[src/rtl/rvv_fifo_pkg.sv]
// Shared types and helpers for the RVV FIFO read-side controller.
package rvv_fifo_pkg;

  typedef enum logic [1:0] {
    RUN   = 2'd0,
    HOLD  = 2'd1,
    FLUSH = 2'd2
  } pop_state_e;

  localparam int MAX_POP = 2;

  // Smaller of two 2-bit pop counts.
  function automatic logic [1:0] pop_min(input logic [1:0] a, input logic [1:0] b);
    if (a < b) begin
      pop_min = a;
    end else begin
      pop_min = b;
    end
  endfunction

endpackage

[src/rtl/rvv_fifo_pop_drain_if.sv]
// FIFO read port plus downstream valid/ready stream of the pop/drain controller.
interface rvv_fifo_pop_drain_if #(
  parameter int DWIDTH = 32
);
  logic              empty;
  logic              almost_empty;
  logic [DWIDTH-1:0] pop_data0;
  logic [DWIDTH-1:0] pop_data1;
  logic              pop0;
  logic              pop1;
  logic              out_valid;
  logic              out_ready;
  logic [DWIDTH-1:0] out_data;

  modport master (
    input  empty, almost_empty, pop_data0, pop_data1, out_ready,
    output pop0, pop1, out_valid, out_data
  );

  modport slave (
    output empty, almost_empty, pop_data0, pop_data1, out_ready,
    input  pop0, pop1, out_valid, out_data
  );
endinterface

[src/rtl/rvv_fifo_obuf.sv]
// Circular output buffer: up to two writes and one read per cycle, synchronous clear.
module rvv_fifo_obuf #(
  parameter int DWIDTH = 32,
  parameter int DEPTH  = 4,
  localparam int PW    = $clog2(DEPTH),
  localparam int CW    = PW + 1
) (
  input  logic              clk,
  input  logic              rst_n,
  input  logic              clr_i,
  input  logic [1:0]        wr_n_i,
  input  logic [DWIDTH-1:0] wr_data0_i,
  input  logic [DWIDTH-1:0] wr_data1_i,
  input  logic              rd_en_i,
  output logic [DWIDTH-1:0] rd_data_o,
  output logic [CW-1:0]     count_o
);

  logic [DWIDTH-1:0] mem_q [DEPTH];
  logic [PW-1:0]     wr_ptr_q, wr_ptr_d, rd_ptr_q, rd_ptr_d, wr_ptr1_s;
  logic [CW-1:0]     count_q, count_d;

  // Pointer and occupancy next-state; pointer arithmetic wraps modulo DEPTH.
  always_comb begin
    wr_ptr1_s = wr_ptr_q + PW'(1);
    wr_ptr_d  = wr_ptr_q;
    rd_ptr_d  = rd_ptr_q;
    count_d   = count_q;
    if (clr_i) begin
      wr_ptr_d = '0;
      rd_ptr_d = '0;
      count_d  = '0;
    end else begin
      wr_ptr_d = wr_ptr_q + PW'(wr_n_i);
      rd_ptr_d = rd_ptr_q + PW'(rd_en_i);
      count_d  = count_q + CW'(wr_n_i) - CW'(rd_en_i);
    end
  end

  // Pointer and occupancy registers.
  always_ff @(posedge clk or negedge rst_n) begin
    if (!rst_n) begin
      wr_ptr_q <= '0;
      rd_ptr_q <= '0;
      count_q  <= '0;
    end else begin
      wr_ptr_q <= wr_ptr_d;
      rd_ptr_q <= rd_ptr_d;
      count_q  <= count_d;
    end
  end

  // Storage; cleared on reset so the read port shows zero out of reset.
  always_ff @(posedge clk or negedge rst_n) begin
    if (!rst_n) begin
      for (int i = 0; i < DEPTH; i++) begin
        mem_q[i] <= '0;
      end
    end else begin
      if (wr_n_i != 2'd0) begin
        mem_q[wr_ptr_q] <= wr_data0_i;
      end
      if (wr_n_i == 2'd2) begin
        mem_q[wr_ptr1_s] <= wr_data1_i;
      end
    end
  end

  assign rd_data_o = mem_q[rd_ptr_q];
  assign count_o   = count_q;

endmodule

[src/rtl/rvv_fifo_pop_drain.sv]
// Read-side controller of the 2-read-port RVV FIFO: pops up to two head entries
// per cycle into a small buffer and drains it over a valid/ready stream.
module rvv_fifo_pop_drain
  import rvv_fifo_pkg::*;
#(
  parameter int DWIDTH     = 32,
  parameter int OBUF_DEPTH = 4,
  parameter int CNT_W      = 32,
  localparam int CW        = $clog2(OBUF_DEPTH) + 1
) (
  input  logic                 clk,
  input  logic                 rst_n,
  input  logic                 hold,
  input  logic                 flush,
  rvv_fifo_pop_drain_if.master bus,
  output logic [CNT_W-1:0]     pop_count,
  output logic                 busy
);

  pop_state_e       state_q, state_d;
  logic [1:0]       avail_s, room_s, n_s;
  logic [CW-1:0]    count_s, free_s;
  logic             hs_s;
  logic [CNT_W-1:0] pop_count_q, pop_count_d;
  logic [CNT_W:0]   pop_sum_s;

  // State register.
  always_ff @(posedge clk or negedge rst_n) begin
    if (!rst_n) begin
      state_q <= RUN;
    end else begin
      state_q <= state_d;
    end
  end

  // Next state: flush wins over hold; every state leaves to HOLD or RUN by hold.
  always_comb begin
    state_d = state_q;
    if (flush) begin
      state_d = FLUSH;
    end else begin
      case (state_q)
        RUN, HOLD, FLUSH: state_d = hold ? HOLD : RUN;
        default:          state_d = RUN;
      endcase
    end
  end

  // Pop arbitration and stream outputs. Free space uses the registered count only,
  // so out_ready never reaches pop0/pop1 combinationally.
  always_comb begin
    avail_s = 2'd0;
    room_s  = 2'd0;
    n_s     = 2'd0;
    free_s  = CW'(OBUF_DEPTH) - count_s;
    if (bus.empty) begin
      avail_s = 2'd0;
    end else if (bus.almost_empty) begin
      avail_s = 2'd1;
    end else begin
      avail_s = 2'd2;
    end
    if (free_s >= CW'(MAX_POP)) begin
      room_s = 2'(MAX_POP);
    end else begin
      room_s = free_s[1:0];
    end
    if (rst_n && (state_q == RUN) && !flush) begin
      n_s = pop_min(avail_s, room_s);
    end else begin
      n_s = 2'd0;
    end
    bus.pop0      = (n_s != 2'd0);
    bus.pop1      = (n_s == 2'd2);
    bus.out_valid = (count_s != '0);
    hs_s          = bus.out_valid && bus.out_ready && !flush;
    busy          = (count_s != '0) || (state_q != RUN);
  end

  // Saturating popped-entry total.
  always_comb begin
    pop_sum_s = {1'b0, pop_count_q} + (CNT_W + 1)'(n_s);
    if (pop_sum_s[CNT_W]) begin
      pop_count_d = '1;
    end else begin
      pop_count_d = pop_sum_s[CNT_W-1:0];
    end
  end

  // Popped-entry counter register.
  always_ff @(posedge clk or negedge rst_n) begin
    if (!rst_n) begin
      pop_count_q <= '0;
    end else begin
      pop_count_q <= pop_count_d;
    end
  end

  assign pop_count = pop_count_q;

  rvv_fifo_obuf #(
    .DWIDTH (DWIDTH),
    .DEPTH  (OBUF_DEPTH)
  ) u_obuf (
    .clk        (clk),
    .rst_n      (rst_n),
    .clr_i      (flush),
    .wr_n_i     (n_s),
    .wr_data0_i (bus.pop_data0),
    .wr_data1_i (bus.pop_data1),
    .rd_en_i    (hs_s),
    .rd_data_o  (bus.out_data),
    .count_o    (count_s)
  );

endmodule

[src/flat_wrapper.sv]
// flat-port wrapper written by rule: the top's interface ports become plain ports
module rvv_fifo_pop_drain_flat import rvv_fifo_pkg::*;
#(
  parameter int DWIDTH     = 32,
  parameter int OBUF_DEPTH = 4,
  parameter int CNT_W      = 32,
  localparam int CW        = $clog2(OBUF_DEPTH) + 1
)
  (clk, rst_n, hold, flush, pop_count, busy, bus_empty, bus_almost_empty, bus_pop_data0, bus_pop_data1, bus_out_ready, bus_pop0, bus_pop1, bus_out_valid, bus_out_data);
  rvv_fifo_pop_drain_if #(.DWIDTH(DWIDTH)) bus_i ();
  input  logic clk;
  input  logic rst_n;
  input  logic hold;
  input  logic flush;
  output logic [CNT_W-1:0] pop_count;
  output logic busy;
  input wire logic [$bits(bus_i.empty)-1:0] bus_empty;
  input wire logic [$bits(bus_i.almost_empty)-1:0] bus_almost_empty;
  input wire logic [$bits(bus_i.pop_data0)-1:0] bus_pop_data0;
  input wire logic [$bits(bus_i.pop_data1)-1:0] bus_pop_data1;
  input wire logic [$bits(bus_i.out_ready)-1:0] bus_out_ready;
  output wire logic [$bits(bus_i.pop0)-1:0] bus_pop0;
  output wire logic [$bits(bus_i.pop1)-1:0] bus_pop1;
  output wire logic [$bits(bus_i.out_valid)-1:0] bus_out_valid;
  output wire logic [$bits(bus_i.out_data)-1:0] bus_out_data;
  assign bus_i.empty = bus_empty;
  assign bus_i.almost_empty = bus_almost_empty;
  assign bus_i.pop_data0 = bus_pop_data0;
  assign bus_i.pop_data1 = bus_pop_data1;
  assign bus_i.out_ready = bus_out_ready;
  assign bus_pop0 = bus_i.pop0;
  assign bus_pop1 = bus_i.pop1;
  assign bus_out_valid = bus_i.out_valid;
  assign bus_out_data = bus_i.out_data;
  rvv_fifo_pop_drain #(.DWIDTH(DWIDTH), .OBUF_DEPTH(OBUF_DEPTH), .CNT_W(CNT_W)) u_core (.clk(clk), .rst_n(rst_n), .hold(hold), .flush(flush), .bus(bus_i), .pop_count(pop_count), .busy(busy));
endmodule
[config.mk]
export PLATFORM = sky130hd
export DESIGN_NAME = rvv_fifo_pop_drain_flat
export DESIGN_NICKNAME = d
export VERILOG_FILES = /design/src/rtl/rvv_fifo_pkg.sv /design/src/rtl/rvv_fifo_pop_drain_if.sv /design/src/rtl/rvv_fifo_obuf.sv /design/src/rtl/rvv_fifo_pop_drain.sv /design/src/flat_wrapper.sv
export SDC_FILE = /design/constraint.sdc
export NUM_CORES = 1
export LEC_CHECK = 0
export ABC_AREA = 1
export CAP_MARGIN = 20
export CORE_ASPECT_RATIO = 1.25
export CORE_MARGIN = 1
export CORE_UTILIZATION = 40
export CTS_CLUSTER_DIAMETER = 120
export CTS_CLUSTER_SIZE = 25
export DETAILED_ROUTE_END_ITERATION = 8
export GPL_TIMING_DRIVEN = 0
export PLACE_DENSITY_LB_ADDON = 0.2
export SLEW_MARGIN = 0
export SYNTH_ARGS = -nofsm -noshare
export SYNTH_HDL_FRONTEND = slang
export SYNTH_SLANG_ARGS = --single-unit
[constraint.sdc]
create_clock -name clk -period 4.65 [get_ports clk]
set_input_delay 0.93 -clock clk [delete_from_list [all_inputs] [get_ports clk]]
set_output_delay 0.93 -clock clk [all_outputs]
set_load 0.01 [all_outputs]
==> metrics.md, run 1 <==
| Metric | Value |
|---|---|
| Worst-path maximum fanout | 10 |
| Vias per cell | 5.28 |
| Syn_area_per_cell | 6.32 sq um |
| Clock Pin Slew Worst Setup and Hold Paths | 0.07 ns |
| DR DRC count | 0 |
| TritonCTS clock tree | built |
| Max cap viols | 0 |
| GR Overflow Total | 0 |
| Hold Buf Count CTS | 0 |
| CTS H-tree depth | 4 |
| CTS sink count | 169 |
| Worst Skew | 0.0108 ns |
| DP Cell Count | 2376 |
| Setup WS pre-CTS | -0.687 ns |
| Worst vdd ir | 0.185 mV |
| CTS root buffer | clkbuf_16 |
| Area Overhead vs Synth | 22.9% |
| Post-route clock period utilization | 92.8% |
| Crit path kind | in -> out |
| Worst r2r src | u_core.u_obuf.count_o[0]$_DFF_PN0_ |
| Layout Nets | 2092 |
| RSZ-0062 raised after global routing | no |
| Sequential fraction of the synthesis area | 36.2% |
| Layout Cells excl Fill | 2410 |
| Routability cong. | 0.908 |
| CP Data Arrival Time | 3.39 ns |
| Clock Tree Buf Depth | 2 |
| Core area | 0.0286 sq mm |
| CP required | 3.72 ns |
| Sequential cell area | 0.00423 sq mm |
| Net count after synthesis | 1932 |
| Setup Fix Bufs, Post-CTS | 0 |
| DR vias | 12733 |
| Drt first-iter violations | 1067 |
| CTS Buf Count | 17 |
| Setup violators final | 0 |
| PwrDens | 423 mW/mm^2 |
| Die Area | 0.0299 sq mm |
| Layout fillers | 2890 |
| Count of cell types in the netlist | 29 |
| CP Launch Point | bus_empty |
| Share of cells above drive strength 1 | 5.25% |
| Area of the multi-input gates | 0.00591 sq mm |
| Worst hold path type | in -> async |
| CP endpoint kind | output port |
| Final hold vios | 0 |
| DR WL/cell | 17.7 um |
| Min setup slack post-route | 0.334 ns |
| Area leader, netlist | dfrtp_1 |
| Setup tns final | 0 ns |
| Ports | 139 |
| Ant diodes | 0 |
| Die height | 193 um |
| Final Util | 50.2% |
| Outcome | completed |
| Worst skew pair latency | 0.45 ns |
| Max_slew headroom | 39.9% |
| Fin crit period | 4.32 ns |
| Final wirelength | 42600 um |
| Syn Std Cell Area | 0.0117 sq mm |
| # rows | 69 |
| Initial Util | 40.8% |
| Final Max Slew Viols | 0 |
| Input/output buffers | 138 |
| Post-Syn Instances | 1847 |
| Critical Path Source Type | input pin |
| GR Util All Layers | 28.8% |
| Number of detailed-route iterations in the first pass | 8 |
| Initial antenna violation count | 0 |
| Final antenna-violating net count | 0 |
| Hold Slack | 0.350 ns |
| DPL Wire Length | 29700 um |
| Largest cells by area after synthesis | dfrtp_1 (36%), nand2_1 (20%), nand3_1 (12%) |
| Highest clock rate | 232 MHz |
| Vias in the first global route | 11788 |
| #FFs+latches synth | 169 |
| Pin count of the biggest net entering global routing | 93 |
| First-pass GRT wire length | 65500 um |
| Yosys warns | 0 |
| Chip width | 155 um |
| Worst Tran Pin Value | 0.902 ns |
| Area share of the largest cell type after synthesis | 36.2% |
| Leakage | 7.49 nW |
## path summary, 6_finish.rpt
check,endpoint,slack (ns),depth (start not counted)
hold reg to reg,u_core.state_q[0]$_DFF_PN0_,0.44,1
min in group clk,u_core.state_q[0]$_DFF_PN0_,0.44,1
setup reg to reg,u_core.pop_count[13]$_DFF_PN0_,0.46,23
setup / recovery,bus_pop1,0.33,10
max in group asynchronous,u_core.pop_count[13]$_DFF_PN0_,3.66,2
hold / removal,u_core.u_obuf.mem_q[97]$_DFF_PN0_,0.35,1
## kinds of logic (layout without fill, tap and decap cells)
group / Yosys count / in the layout / synth area share (%)
AOI/OAI and AO/OA: 234 / 234 / 10.4
DFF: 169 / 169 / 36.2
xor gates and xnor gates: 10 / 10 / 0.750
adders and majority gates: 14 / 14 / 1.63
and+or+nand+nor: 1051 / 1051 / 37.9
buffers and inverters: 369 / 542 / 13.1
## what timing repair did
item	4_1_cts	5_1_grt
gates resized for setup	2	6
gates cloned	1	1
setup endpoints to repair	30	30
## cell type report
type / count / area share (%)
multi-input combinational: 1309 / 41.2
sequential: 169 / 29.5
timing repair buffer: 141 / 10.3
inverter: 254 / 6.65
buffer: 115 / 4.08
tap: 390 / 3.40
clock buffer: 20 / 3.12
clock inverter: 12 / 1.71
## state kept, by name (all words and copies together) (netlist names)
register and cells:
u_core.u_obuf.wr_ptr_q 2, u_core.u_obuf.rd_ptr_q 2, u_core.state_q 2, u_core.u_obuf.count_o 3, u_core.u_obuf.mem_q 128, u_core.pop_count 32
## critical path: stages
cell	delay [ns]
clkdlybuf4s50_1	0.42
nor2_1	0.18
ha_1	0.26
nand2_1	0.07
nand2_1	0.09
nand2_4	0.19
buf_1	0.49
nand2_1	0.11
inv_1	0.11
clkdlybuf4s50_1	0.54
## Yosys cell counts
cell type and count:
buf_6 13, dfrtp_1 169, nand3_2 5, buf_2 38, or2_2 1, nor2_1 115
clkbuf_1 48, nand2_1 611, nand3b_1 7, nand2_4 1, fa_1 2, nand3_1 291
nor3b_1 1, nor3_1 11, nand4_1 5, o21ai_0 199, a21oi_1 3, buf_4 1
nor2_2 1, inv_2 7, nor2_4 1, buf_1 15, xor2_1 6, nand2_2 1
ha_1 12, o22ai_1 32, xnor2_1 4, inv_1 246, clkinv_1 1
## report_power, final
part           switching, mW  internal, mW
clock network          0.652          1.08
logic                   1.16          1.02
registers              0.305          1.85
## layout by cell type, fill, tap and decap left out, drive strengths merged
| cell | synthesis | layout |
|---|---|---|
| inv | 253 | 253 |
| dfrtp | 169 | 169 |
| clkdlybuf4s50 | 0 | 137 |
| o22ai | 32 | 32 |
| buf | 67 | 69 |
| a21oi | 3 | 3 |
| clkinvlp | 0 | 1 |
| bufbuf | 0 | 1 |
| ha | 12 | 12 |
| nor3 | 11 | 11 |
| nand3b | 7 | 7 |
| nor3b | 1 | 1 |
| clkinv | 1 | 5 |
| nor2 | 117 | 117 |
| nand3 | 296 | 296 |
| nand4 | 5 | 5 |
| o21ai | 199 | 199 |
| clkbuf | 48 | 69 |
| xnor2 | 4 | 4 |
| bufinv | 0 | 7 |
| fa | 2 | 2 |
| xor2 | 6 | 6 |
| or2 | 1 | 1 |
| nand2 | 613 | 613 |
## stage by stage
| stage | area (sq um) | total power [mW] |
|---|---|---|
| 3_5_place_dp | 13600 | 4.33 |
| 5_1_grt | 14300 | 6.45 |
| 4_1_cts | 14300 | 6.06 |
| 6_report | 14300 | 6.07 |
| 3_3_place_gp | 13500 | 4.26 |
| 2_1_floorplan | 11700 | 3.47 |
## per-layer routing
metal  vias to the layer above  global-route usage, %  routed length, um
met5                         -                      0                  0
met4                         0                   13.8               1690
met3                       101                   4.83               3090
met2                       565                   48.7              20400
met1                      5927                   35.8              17400
li1                       6140                      -                  -
No activity file was read; power rests on OpenSTA's default activity.
==> run 2: changes to the inputs <==
- CORE_UTILIZATION: 40 -> 30
==> run 2 against run 1 <==
- setup slack worse by 0.0074 ns
- sequential power about the same
- flip-flop and latch count is the same
- clock-buffer cell count up 1
- final cell count is 4.2% higher
- core utilization down 12 points
- combinational power grew 2%
- critical endpoint unchanged
==> metrics.md, run 2 (synthesized netlist as in run 1, its figures left out) <==
| Metric | Value |
|---|---|
| DPL Wire Length | 32300 um (was 29700 um) |
| Worst r2r src | u_core.u_obuf.count_o[0]$_DFF_PN0_ (unchanged) |
| Worst skew pair latency | 0.46 ns (was 0.45 ns) |
| Drt first-iter violations | 936 (was 1067) |
| Pin count of the biggest net entering global routing | 72 (was 93) |
| Most common cell after layout, fill and taps aside | nand2_1 (unchanged) |
| Layout fillers | 4111 (was 2890) |
| Commonest non-fill, non-tap cells in the layout | nand2_1 (611), nand3_1 (291), inv_1 (246), o21ai_0 (199), dfrtp_1 (169) (unchanged) |
| Hold Buf Count CTS | 0 (unchanged) |
| Number of detailed-route iterations in the first pass | 6 (was 8) |
| Critical-path cell list | clkdlybuf4s50_1 -> nor2_1 -> ha_1 -> nand2_1 -> nand2_1 -> nand2_4 -> buf_1 -> nand2_1 -> inv_1 -> clkdlybuf4s50_1 (unchanged) |
| Final antenna-violating net count | 0 (unchanged) |
| Highest clock rate | 231 MHz (was 232 MHz) |
| Input/output buffers | 138 (unchanged) |
| Layout Nets | 2092 (unchanged) |
| Worst-path maximum fanout | 10 (unchanged) |
| Worst Reg2Reg Path Length in Cells | 21 (was 23) |
| Max cap viols | 0 (unchanged) |
| Core area | 0.0382 sq mm (was 0.0286 sq mm) |
| Final hold vios | 0 (unchanged) |
| Hold Slack | 0.323 ns (was 0.350 ns) |
| Die height | 223 um (was 193 um) |
| Slowest cell on crit path | clkdlybuf4s50_1 (unchanged) |
| Routability cong. | 0.912 (was 0.908) |
| Max reg flops | 128 (unchanged) |
| GR Util All Layers | 23.8% (was 28.8%) |
| Worst hold path type | in -> async (unchanged) |
| CTS root buffer | clkbuf_16 (unchanged) |
| DR WL/cell | 18.5 um (was 17.7 um) |
| RSZ-0062 raised after global routing | no (unchanged) |
| DR vias | 12710 (was 12733) |
| Most frequent CP cell | nand2_1 (unchanged) |
| Final Util | 37.7% (was 50.2%) |
| Post-route total power | 6.00 mW (was 6.07 mW) |
| CP Data Arrival Time | 3.39 ns (about the same) |
| Cell Area, Placed | 0.0137 sq mm (was 0.0136 sq mm) |
| # rows | 80 (was 69) |
| Worst vdd ir | 0.294 mV (was 0.185 mV) |
| CP required | 3.72 ns (about the same) |
| PwrDens | 417 mW/mm^2 (was 423 mW/mm^2) |
| Critical Path Max Stage Delay | 0.54 ns (about the same) |
| Leakage | 7.47 nW (was 7.49 nW) |
| R2R Path End | u_core.pop_count[17]$_DFF_PN0_ (was u_core.pop_count[13]$_DFF_PN0_) |
| CP Launch Point | bus_empty (unchanged) |
| Outcome | completed (unchanged) |
| Setup violators final | 0 (unchanged) |
| Initial Util | 30.5% (was 40.8%) |
| GR Overflow Total | 0 (unchanged) |
| Critical Path Source Type | input pin (unchanged) |
| CTS sink count | 169 (unchanged) |
| Area of the multi-input gates | 0.00591 sq mm (unchanged) |
| Die Area | 0.0397 sq mm (was 0.0299 sq mm) |
| Chip width | 178 um (was 155 um) |
| DR DRC count | 0 (unchanged) |
| Clock Pin Slew Worst Setup and Hold Paths | 0.07 ns (about the same) |
| Worst setup path endpoint | bus_pop1 (unchanged) |
| TritonCTS clock tree | built (unchanged) |
| Sequential cell area | 0.00423 sq mm (unchanged) |
| Initial antenna violation count | 0 (unchanged) |
| Vias in the first global route | 12539 (was 11788) |
| CP endpoint kind | output port (unchanged) |
| Share of cells above drive strength 1 | 5.25% (unchanged) |
| Area Overhead vs Synth | 23.5% (was 22.9%) |
| Ports | 139 (unchanged) |
| Fin crit period | 4.32 ns (about the same) |
| Final wirelength | 46600 um (was 42600 um) |
| Post-route cell area | 0.0144 sq mm (was 0.0143 sq mm) |
| Worst Skew | 0.0181 ns (was 0.0108 ns) |
| Max_slew headroom | 46.0% (was 39.9%) |
| Reg2reg setup slack | 0.38 ns (was 0.46 ns) |
| Worst Tran Pin Value | 0.810 ns (was 0.902 ns) |
| Top reg by flops | u_core.u_obuf.mem_q (unchanged) |
| Crit path kind | in -> out (unchanged) |
| Vias per cell | 5.06 (was 5.28) |
| CTS H-tree depth | 4 (unchanged) |
| Ant diodes | 0 (unchanged) |
| Clock Tree Buf Depth | 2 (unchanged) |
| CTS Buf Count | 17 (unchanged) |
| Post-route clock period utilization | 93.0% (was 92.8%) |
| First-pass GRT wire length | 71100 um (was 65500 um) |
| Final Max Slew Viols | 0 (unchanged) |
-- run 2: changes by cell type in the layout (fill, tap and decap cells not counted), sizes merged --
cell      delta
inv          +1
bufinv       -3
clkbuf       +1
clkinvlp     +1
-- run 2: final cells by class --
| class | count | share of cell area [%] |
|---|---|---|
| buffer | 115 | 4.05 |
| clock buffer | 21 | 3.26 |
| clock inverter | 11 | 1.16 |
| inverter | 254 | 6.62 |
| multi-input combinational | 1309 | 41.0 |
| sequential | 169 | 29.3 |
| tap | 492 | 4.27 |
| timing repair buffer | 141 | 10.3 |
-- run 2: per-layer routing --
layer,GRT usage [%],routed length [um]
met3,3.80,2840
met2,40.0,22500
met4,12.1,1980
met5,0,0
met1,29.0,19300
-- run 2: worst min path at each step --
stage                           startpoint                                  to  cells after the start
2_1_floorplan  u_core.state_q[1]$_DFF_PN0_         u_core.state_q[0]$_DFF_PN0_                      1
3_3_place_gp   u_core.state_q[1]$_DFF_PN0_         u_core.state_q[0]$_DFF_PN0_                      1
3_5_place_dp   u_core.state_q[1]$_DFF_PN0_         u_core.state_q[0]$_DFF_PN0_                      1
4_1_cts                              rst_n  u_core.u_obuf.mem_q[104]$_DFF_PN0_                      1
5_1_grt                              rst_n   u_core.u_obuf.mem_q[75]$_DFF_PN0_                      1
6_report                             rst_n   u_core.u_obuf.mem_q[75]$_DFF_PN0_                      1
-- run 2: repair_timing --
action	4_1_cts	5_1_grt
gates resized for setup	1	5
pin swaps	0	0
buffers inserted	0	0
gates cloned	1	1
endpoints found under the setup margin	30	29
-- run 2: critical path, delay by kind of cell --
kind | cells | cell delay, ns
adder cells (fa/ha/maj) | 1 | 0.26
buffers and inverters | 4 | 1.56
AND/OR/NAND/NOR | 5 | 0.62
-- run 2: through the flow --
| stage | setup slack (ns) | setup TNS, ns | std cells |
|---|---|---|---|
| final | 0.326 | 0 | 2512 |
| after global routing | 0.0180 | 0 | 2512 |
| after CTS | 0.132 | 0 | 2511 |
| after detailed placement | -0.693 | -19.56 | 2478 |
| after global placement | -7.22 | -1911.29 | 2477 |
| after floorplan | 1.24 | 0 | 1847 |
-- run 2: where the power goes --
| group | total [mW] | switching (mW) | internal, mW |
|---|---|---|---|
| Clock | 1.62 | 0.676 | 0.943 |
| Combinational | 2.23 | 1.21 | 1.02 |
| Sequential | 2.16 | 0.308 | 1.85 |
==> run 3: changes to the inputs <==
- SLEW_MARGIN: 0 -> not set
==> results of run 3 <==
Final layout, timing and power as in run 2 (identical DEF).
